## config.mk

```make
export PLATFORM = sky130hd
export DESIGN_NAME = amplitude_ram_scheduler
export DESIGN_NICKNAME = d
export VERILOG_FILES = /design/src/rtl/amplitude_ram_scheduler_pkg.sv /design/src/rtl/amplitude_ram_scheduler_rd_valid_pipe.sv /design/src/rtl/amplitude_ram_scheduler.sv
export SDC_FILE = /design/constraint.sdc
export NUM_CORES = 1
export LEC_CHECK = 0
export ABC_AREA = 1
export CORE_AREA = 2 2 88 90
export DETAILED_ROUTE_END_ITERATION = 6
export DIE_AREA = 0 0 90 92
export GPL_TIMING_DRIVEN = 0
export PLACE_DENSITY_LB_ADDON = 0.08
export SLEW_MARGIN = 20
export SYNTH_ARGS = -nofsm -noshare
export SYNTH_HDL_FRONTEND = slang
export SYNTH_SLANG_ARGS = --single-unit
```

## constraint.sdc

```tcl
create_clock -name clk -period 1.8 [get_ports clk]
set_clock_uncertainty 0.15 [all_clocks]
set_input_delay 0.36 -clock clk [delete_from_list [all_inputs] [get_ports clk]]
set_output_delay 0.36 -clock clk [all_outputs]
set_load 0.1 [all_outputs]
```

## src/rtl/amplitude_ram_scheduler_pkg.sv

```systemverilog
// ---------------------------------------------------------------------------
// amplitude_ram_scheduler_pkg
//   Shared types for the amplitude RAM scheduler slice.
//   - DEFAULT_NUM_QUBIT / DEFAULT_COMPLEX_BIT : default geometry of the RAM
//   - amp_word_t   : one amplitude word, {real, imag}
//   - init_state_t : init sweep state (IDLE / INIT)
// ---------------------------------------------------------------------------
package amplitude_ram_scheduler_pkg;

  localparam int DEFAULT_NUM_QUBIT   = 4;
  localparam int DEFAULT_COMPLEX_BIT = 24;

  // Amplitude word layout: real part in the upper half, imaginary in the lower.
  typedef struct packed {
    logic [DEFAULT_COMPLEX_BIT-1:0] re;
    logic [DEFAULT_COMPLEX_BIT-1:0] im;
  } amp_word_t;

  typedef enum logic {
    IDLE = 1'b0,
    INIT = 1'b1
  } init_state_t;

endpackage

```

## src/rtl/amplitude_ram_scheduler_rd_valid_pipe.sv

```systemverilog
// ---------------------------------------------------------------------------
// rd_valid_pipe
//   DEPTH-deep valid shift register matching the RAM read latency, so that a
//   flag launched with a read request emerges together with its read data.
//   Ports:
//     clk       : clock
//     rst       : asynchronous active-high reset, clears all in-flight flags
//     in_valid  : flag entering the pipe
//     out_valid : flag leaving the pipe DEPTH cycles later
// ---------------------------------------------------------------------------
module rd_valid_pipe #(
  parameter int DEPTH = 1
) (
  input  logic clk,
  input  logic rst,
  input  logic in_valid,
  output logic out_valid
);

  logic [DEPTH-1:0] pipe;

  // A single-stage pipe cannot be sliced below bit 0, so it gets its own branch.
  generate
    if (DEPTH == 1) begin : g_single
      always_ff @(posedge clk or posedge rst) begin
        if (rst) pipe <= '0;
        else     pipe <= in_valid;
      end
    end else begin : g_multi
      always_ff @(posedge clk or posedge rst) begin
        if (rst) pipe <= '0;
        else     pipe <= {pipe[DEPTH-2:0], in_valid};
      end
    end
  endgenerate

  assign out_valid = pipe[DEPTH-1];

endmodule

```

## src/rtl/amplitude_ram_scheduler.sv

```systemverilog
// ---------------------------------------------------------------------------
// amplitude_ram_scheduler
//   Shares the single-read / single-write amplitude RAM between the cofactor
//   update path (top priority, never stalled), the init sweep engine (writes
//   the |0..0> state) and the host readout port (valid/ready).
//   Ports:
//     clk, rst                 : clock, asynchronous active-high reset
//     init_start               : pulse, start an init sweep (ignored while busy)
//     init_busy / init_done    : sweep running / pulse on the last sweep write
//     upd_error                : sticky, update traffic seen during a sweep
//     upd_rd_* / upd_wr_*      : update-path read and write requests
//     host_rd_req/addr/ready   : host read request handshake
//     host_rd_valid/data       : host read return
//     ram_rd_* / ram_wr_*      : amplitude RAM ports
// ---------------------------------------------------------------------------
module amplitude_ram_scheduler
  import amplitude_ram_scheduler_pkg::*;
#(
  parameter int num_qubit   = DEFAULT_NUM_QUBIT,
  parameter int complex_bit = DEFAULT_COMPLEX_BIT,
  parameter int RD_LAT      = 1,
  parameter logic [complex_bit-1:0] INIT_ONE =
    {{(complex_bit-1){1'b0}}, 1'b1} << (complex_bit - 2)
) (
  input  logic                     clk,
  input  logic                     rst,
  input  logic                     init_start,
  output logic                     init_busy,
  output logic                     init_done,
  output logic                     upd_error,
  input  logic                     upd_rd_valid,
  input  logic [num_qubit-1:0]     upd_rd_addr,
  input  logic                     upd_wr_en,
  input  logic [num_qubit-1:0]     upd_wr_addr,
  input  logic [2*complex_bit-1:0] upd_wr_data,
  input  logic                     host_rd_req,
  input  logic [num_qubit-1:0]     host_rd_addr,
  output logic                     host_rd_ready,
  output logic                     host_rd_valid,
  output logic [2*complex_bit-1:0] host_rd_data,
  output logic                     ram_rd_en,
  output logic [num_qubit-1:0]     ram_rd_addr,
  input  logic [2*complex_bit-1:0] ram_rd_data,
  output logic                     ram_wr_en,
  output logic [num_qubit-1:0]     ram_wr_addr,
  output logic [2*complex_bit-1:0] ram_wr_data
);

  localparam logic [num_qubit-1:0]     LAST_ADDR = '1;
  localparam logic [num_qubit-1:0]     ONE_ADDR  = {{(num_qubit-1){1'b0}}, 1'b1};
  localparam logic [2*complex_bit-1:0] INIT_WORD = {INIT_ONE, {complex_bit{1'b0}}};

  init_state_t          state, next_state;
  logic [num_qubit-1:0] counter, next_counter;
  logic                 sweep_write;

  assign init_busy = (state == INIT);

  always_ff @(posedge clk or posedge rst) begin
    if (rst) begin
      state   <= IDLE;
      counter <= '0;
    end else begin
      state   <= next_state;
      counter <= next_counter;
    end
  end

  // The sweep only owns the write port in cycles the update path leaves free;
  // a stalled cycle simply holds the counter and retries the same address.
  always_comb begin
    next_state   = state;
    next_counter = counter;
    sweep_write  = 1'b0;
    init_done    = 1'b0;
    case (state)
      IDLE: begin
        if (init_start) begin
          next_state   = INIT;
          next_counter = '0;
        end
      end
      INIT: begin
        if (!upd_wr_en) begin
          sweep_write  = 1'b1;
          next_counter = counter + ONE_ADDR;
          if (counter == LAST_ADDR) begin
            init_done  = 1'b1;
            next_state = IDLE;
          end
        end
      end
      default: next_state = IDLE;
    endcase
  end

  // Update traffic during a sweep is still served but corrupts the sweep, so
  // it is flagged until software restarts the sweep.
  always_ff @(posedge clk or posedge rst) begin
    if (rst) begin
      upd_error <= 1'b0;
    end else if (state == IDLE && init_start) begin
      upd_error <= 1'b0;
    end else if (state == INIT && (upd_rd_valid || upd_wr_en)) begin
      upd_error <= 1'b1;
    end
  end

  // Read port: update path first, host only when neither update nor sweep is active.
  always_comb begin
    host_rd_ready = 1'b0;
    ram_rd_en     = 1'b0;
    ram_rd_addr   = '0;
    if (!rst) begin
      if (upd_rd_valid) begin
        ram_rd_en   = 1'b1;
        ram_rd_addr = upd_rd_addr;
      end else if (host_rd_req && !init_busy) begin
        host_rd_ready = 1'b1;
        ram_rd_en     = 1'b1;
        ram_rd_addr   = host_rd_addr;
      end
    end
  end

  // Write port: update path first, then the init sweep.
  always_comb begin
    ram_wr_en   = 1'b0;
    ram_wr_addr = '0;
    ram_wr_data = '0;
    if (!rst) begin
      if (upd_wr_en) begin
        ram_wr_en   = 1'b1;
        ram_wr_addr = upd_wr_addr;
        ram_wr_data = upd_wr_data;
      end else if (sweep_write) begin
        ram_wr_en   = 1'b1;
        ram_wr_addr = counter;
        ram_wr_data = (counter == '0) ? INIT_WORD : '0;
      end
    end
  end

  rd_valid_pipe #(
    .DEPTH (RD_LAT)
  ) u_rd_valid_pipe (
    .clk       (clk),
    .rst       (rst),
    .in_valid  (host_rd_ready),
    .out_valid (host_rd_valid)
  );

  assign host_rd_data = ram_rd_data;

endmodule

```

# After elaboration in Yosys (flattened, before gate mapping)
# Index checks and enable logic that the tools add are counted.
dict set report word_totals {
  memories 0
  romBits 0
  ramBits 0
  wordCells 49
  latchBits 0
  regBits 7
  inputBits 114
}
dict set report classes {
  n_eq_ne 3
  n_reduce_logical 8
  n_addsub 1
  magnitude_cmp 0
  n_bitwise 1
  n_shift 0
  div_mod_pow 0
  n_mul 0
  mux 32
}
# cell count
set ops {}
lappend ops {{$mux W48} 2}
lappend ops {{$mux W47} 2}
lappend ops {{$mux W4} 8}
lappend ops {{$mux W1} 18}
lappend ops {{$pmux W4 S2} 1}
lappend ops {{$add A4 B1 Y4 const B} 1}
lappend ops {{$eq A4 B4 Y1 const B} 1}
lappend ops {{$logic_not A4 Y1} 1}
lappend ops {{$ne A2 B2 Y1 const B} 2}
lappend ops {{$logic_and A1 B1 Y1} 3}
lappend ops {{$pmux W1 S2} 1}
lappend ops {{$reduce_and A2 Y1} 1}
lappend ops {{$reduce_bool A2 Y1} 1}
lappend ops {{$logic_not A1 Y1} 1}
lappend ops {{$logic_or A1 B1 Y1} 1}
lappend ops {{$not A1 Y1} 1}

# Longest topological paths before layout
dict set report logic_depth {
  depth_word 5
  ltp_mapped 6
  mapped_depth_nobuf 6
}

# By module
# Synthesis repeated with hierarchy kept, for this count alone.
dict set report hier_totals {
  hier_cells 232
  area_unflattened_um2 1305.0
}
# mod cells_per_inst seq_area_each_um2 instances area_per_inst_um2
set modules_own_cells {}
lappend modules_own_cells {amplitude_ram_scheduler 230 150.1 1 1276.2}
lappend modules_own_cells {rd_valid_pipe 2 25.0 1 28.8}

# Worst setup path after synthesis
# No wires, ideal clock.
dict set report synth_path {
  path_type {register -> output}
  startpoint {register state, in the netlist init_busy}
  endpoint {output port ram_wr_addr[1]}
  slack_ns -2.069
  path_stages_with_launch 3
  n_path_buf 0
  t_arrival_ns 3.359
  path_cell_list {dfrtp_1 -> nand2_2 -> o21ai_0}
}
dict set report synth_via {
  elab_chain_len 4
}
# item line
set synth_lines {}
lappend synth_lines {{start: declaration} amplitude_ram_scheduler.sv:53} ;# init_state_t state, next_state;
lappend synth_lines {{start signal: assignment} amplitude_ram_scheduler.sv:64} ;# state <= next_state;
lappend synth_lines {{$mux W1} amplitude_ram_scheduler.sv:76} ;# case (state)
lappend synth_lines {{$mux W4} amplitude_ram_scheduler.sv:136} ;# end else if (sweep_write) begin
lappend synth_lines {{$mux W4} amplitude_ram_scheduler.sv:132} ;# if (upd_wr_en) begin
lappend synth_lines {{$mux W4} amplitude_ram_scheduler.sv:131} ;# if (!rst) begin
lappend synth_lines {{end: declaration} amplitude_ram_scheduler.sv:45} ;# output logic [num_qubit-1:0] ram_wr_addr,
# No other way between the ends.

# Final worst setup path
dict set report layout_path {
  startpoint {register state, in the netlist init_busy}
  endpoint {output port ram_rd_addr[2]}
}
dict set report layout_via {
  elab_chain_len 5
}
# item line
set layout_lines {}
lappend layout_lines {{$logic_not A1 Y1} amplitude_ram_scheduler.sv:118} ;# end else if (host_rd_req && !init_busy) begin
lappend layout_lines {{$logic_and A1 B1 Y1} amplitude_ram_scheduler.sv:118}
lappend layout_lines {{$mux W4} amplitude_ram_scheduler.sv:118}
lappend layout_lines {{$mux W4} amplitude_ram_scheduler.sv:115} ;# if (upd_rd_valid) begin
lappend layout_lines {{$mux W4} amplitude_ram_scheduler.sv:114} ;# if (!rst) begin
lappend layout_lines {{end: declaration} amplitude_ram_scheduler.sv:42} ;# output logic [num_qubit-1:0] ram_rd_addr,
# No other way between the ends.

==> impl_metrics.py <==
metrics = {
    "critical_path": {
        "slowest_stage": "dfrtp_4",
        "crit_fanout": 6,
        "crit_arrival_ns": 1.40,
        "endpoint_kind": "primary output",
        "cpLargestDelayFamily": "flip-flops",
        "worstPathCellList": "inv_4, nand3_4, clkinvlp_4, nand2_4, nand2_8, buf_12",
        "critPathBufInv": 3,
        "r2r_setup_slack_ns": 0.38,
        "crit_type": "reg2out",
        "start_kind": "flip-flop",
        "required_ns": 1.29,
        "critPathMaxStageDelay_ns": 0.50,
    },
    "pwr": {
        "vdd_drop_max_mv": 0.479,
        "p_leak_nw": 1.87,
        "report.power.total_mw": 2.59,
        "cellPowerDensity_nw_per_um2": 613,
    },
    "global_route": {
        "grtUsageTotal_pct": 14.8,
        "antenna_found_initial": 0,
        "grt_start_max_net_pins": 11,
        "grt_overflow_total": 0,
        "grt_pass1_wl_mm": 10.2,
        "grt_pass1_vias": 2036,
    },
    "placed_design": {
        "gp_congestion": 0.785,
        "hpwlAfterDp_mm": 5.38,
        "port_buffers": 175,
    },
    "detailed_routing": {
        "via_per_inst": 3.98,
        "drt_iter0_drc": 37,
        "vias": 2108,
        "met3_length_um": 513,
        "routedWlPerCell_um": 12.8,
        "maxUsedRoutingLayer": "met4",
        "met2_length_mm": 3.93,
        "post-route-drc-count": 0,
        "first_pass_iters": 4,
        "wl_met1_mm": 2.27,
        "drt-total-wl_mm": 6.78,
        "drt.antenna.violating_nets": 0,
    },
    "die": {
        "design.portCount": 225,
        "start_util_pct": 17.0,
        "dieArea_um2": 8280,
        "rows": 32,
        "die_y_um": 92,
        "die_w_um": 90,
        "core_area_um2": 7450,
    },
    "timing": {
        "fin_setup_tns_ns": -0.753,
        "rsz0062_at_grt": "true",
        "hold_viol": 0,
        "finalSetupViolations": 10,
        "worstMarginPinSlew_ns": 0.974,
        "maxSlewHeadroom_pct": 35.3,
        "fin_ws_ns": -0.114,
        "fmax_ghz": 0.522,
        "min_period_over_period_pct": 106,
        "period_minus_slack_ns": 1.91,
        "maxSlewViolCount": 0,
    },
    "clock_network": {
        "path_clk_slew_ns": 0.04,
        "root_buffer": "clkbuf_8",
        "cts_sinks": 7,
        "insertion_delay_ns": 0.23,
        "postCtsHoldBufs": 0,
        "cts_tree": "yes",
        "numCtsBuffers": 3,
        "cts.path.max_buffers": 2,
        "htreeDepth": 1,
    },
    "logic_synthesis": {
        "syn_inst": 230,
        "syn_avg_cell_area_um2": 5.49,
        "synth_area_leader_cell": "buf_4",
        "seq_area_frac_synth_pct": 13.9,
        "syn_area_um2": 1260,
        "ys_types": 15,
        "synth_top_area_share_pct": 30.3,
        "syn_nets": 346,
        "synthTopCellsByArea": "buf_4 (30%), nand2_1 (23%), nor2_1 (16%)",
        "yosys_warnings": 0,
        "synth-seq-cells": 7,
    },
    "layout": {
        "antenna_cells": 0,
        "drive_above_1_share_pct": 53.3,
        "nets": 545,
        "syn2layout_area_growth_pct": 234,
    },
    "status": {
        "failed_checks": "setup timing",
        "outcome": "finished, violations left",
    },
    "run": {
        "cap_viol_max_count": 0,
    },
    "worst_hold_path": {
        "holdCritPathClass": "in2async",
    },
}
-- path summary, 6_finish.rpt --
path | from | end | cells after the start
worst max-delay path | init_busy$_DFF_PP0_ | ram_rd_addr[2] | 6
worst min-delay path | rst | counter[0]$_DFFE_PP0P_ | 3
worst max register to register | init_busy$_DFF_PP0_ | counter[3]$_DFFE_PP0P_ | 8
worst min register to register | upd_error$_DFFE_PP0P_ | upd_error$_DFFE_PP0P_ | 2
max in group asynchronous | rst | init_busy$_DFF_PP0_ | 3
min in group clk | upd_error$_DFFE_PP0P_ | upd_error$_DFFE_PP0P_ | 2
-- worst min-delay path, stage by stage --
cell and delay (ns):
buf_4 0.18, clkinvlp_4 0.14, buf_4 0.18
-- area by class of cell --
class | instances | area [µm²]
inverters | 10 | 57.6
multi-input cells | 154 | 1230
flip-flops and latches | 7 | 179
plain buffers | 59 | 463
clock buffers | 4 | 45.0
fillers | 697 | 3220
repair buffers | 194 | 2120
well taps | 102 | 128
-- flip-flops by register name, indices dropped and copies added (netlist names) --
signal and count:
counter 4, upd_error 1, u_rd_valid_pipe.out_valid 1, init_busy 1
-- what timing repair did --
item	4_1_cts	5_1_grt
gates resized for setup	524	49
cloned	1	0
hold endpoints to repair	0	0
setup buffers	10	8
pin swaps	12	5
endpoints found under the setup margin	111	46
-- cell usage after synthesis, drive strengths merged --
cell type,instances
inv,10
buf,59
nand2,78
a21oi,2
dfrtp,7
o21ai,9
nor2,55
or2,1
ha,2
nand3,7
-- where the power goes --
group	switching, mW	internal, mW	total [mW]
registers	0.0558	0.207	0.263
clock network	0.0705	0.153	0.224
logic	1.41	0.690	2.10
total	1.54	1.05	2.59
-- per-stage QoR --
stage | instance area (µm²) | cells | hold WS, ns | setup WS [ns] | util [%]
2_1_floorplan | 1810 | 230 | 0.188 | -0.480 | -
4_1_cts | 3990 | 522 | 0.136 | -0.152 | 53.6
3_3_place_gp | 3690 | 507 | 0.281 | -1.40 | 49.5
3_5_place_dp | 3690 | 507 | 0.286 | -1.41 | 49.5
5_1_grt | 4220 | 530 | 0.163 | -0.150 | 56.7
6_report | 4220 | 530 | 0.158 | -0.114 | 56.7
-- layout by cell type (no fill, tap or decap), drive strengths merged --
cell type / instances
a21oi: 2
buf: 138
clkbuf: 5
clkdlybuf4s15: 16
clkdlybuf4s50: 61
clkinvlp: 2
dfrtp: 7
dlygate4sd2: 37
ha: 2
inv: 8
nand2: 78
nand3: 7
nor2: 55
o21ai: 9
or2: 1
-- logic make-up (layout without fill, tap and decap cells) --
group / Yosys count / count (layout) / synth area share (%)
adders and majority gates: 2 / 2 / 1.98
AOI/OAI and AO/OA: 11 / 11 / 4.36
buffers and inverters: 69 / 267 / 36.4
and+or+nand+nor: 141 / 141 / 43.4
DFF: 7 / 7 / 13.9
-- per-layer routing --
metal  GRT usage, %  vias up
met3           3.70        4
met4           2.31        0
met1           15.4      963
met5              0        -
met2           30.0       99
li1               -     1042
No activity file was read; power rests on OpenSTA's default activity.
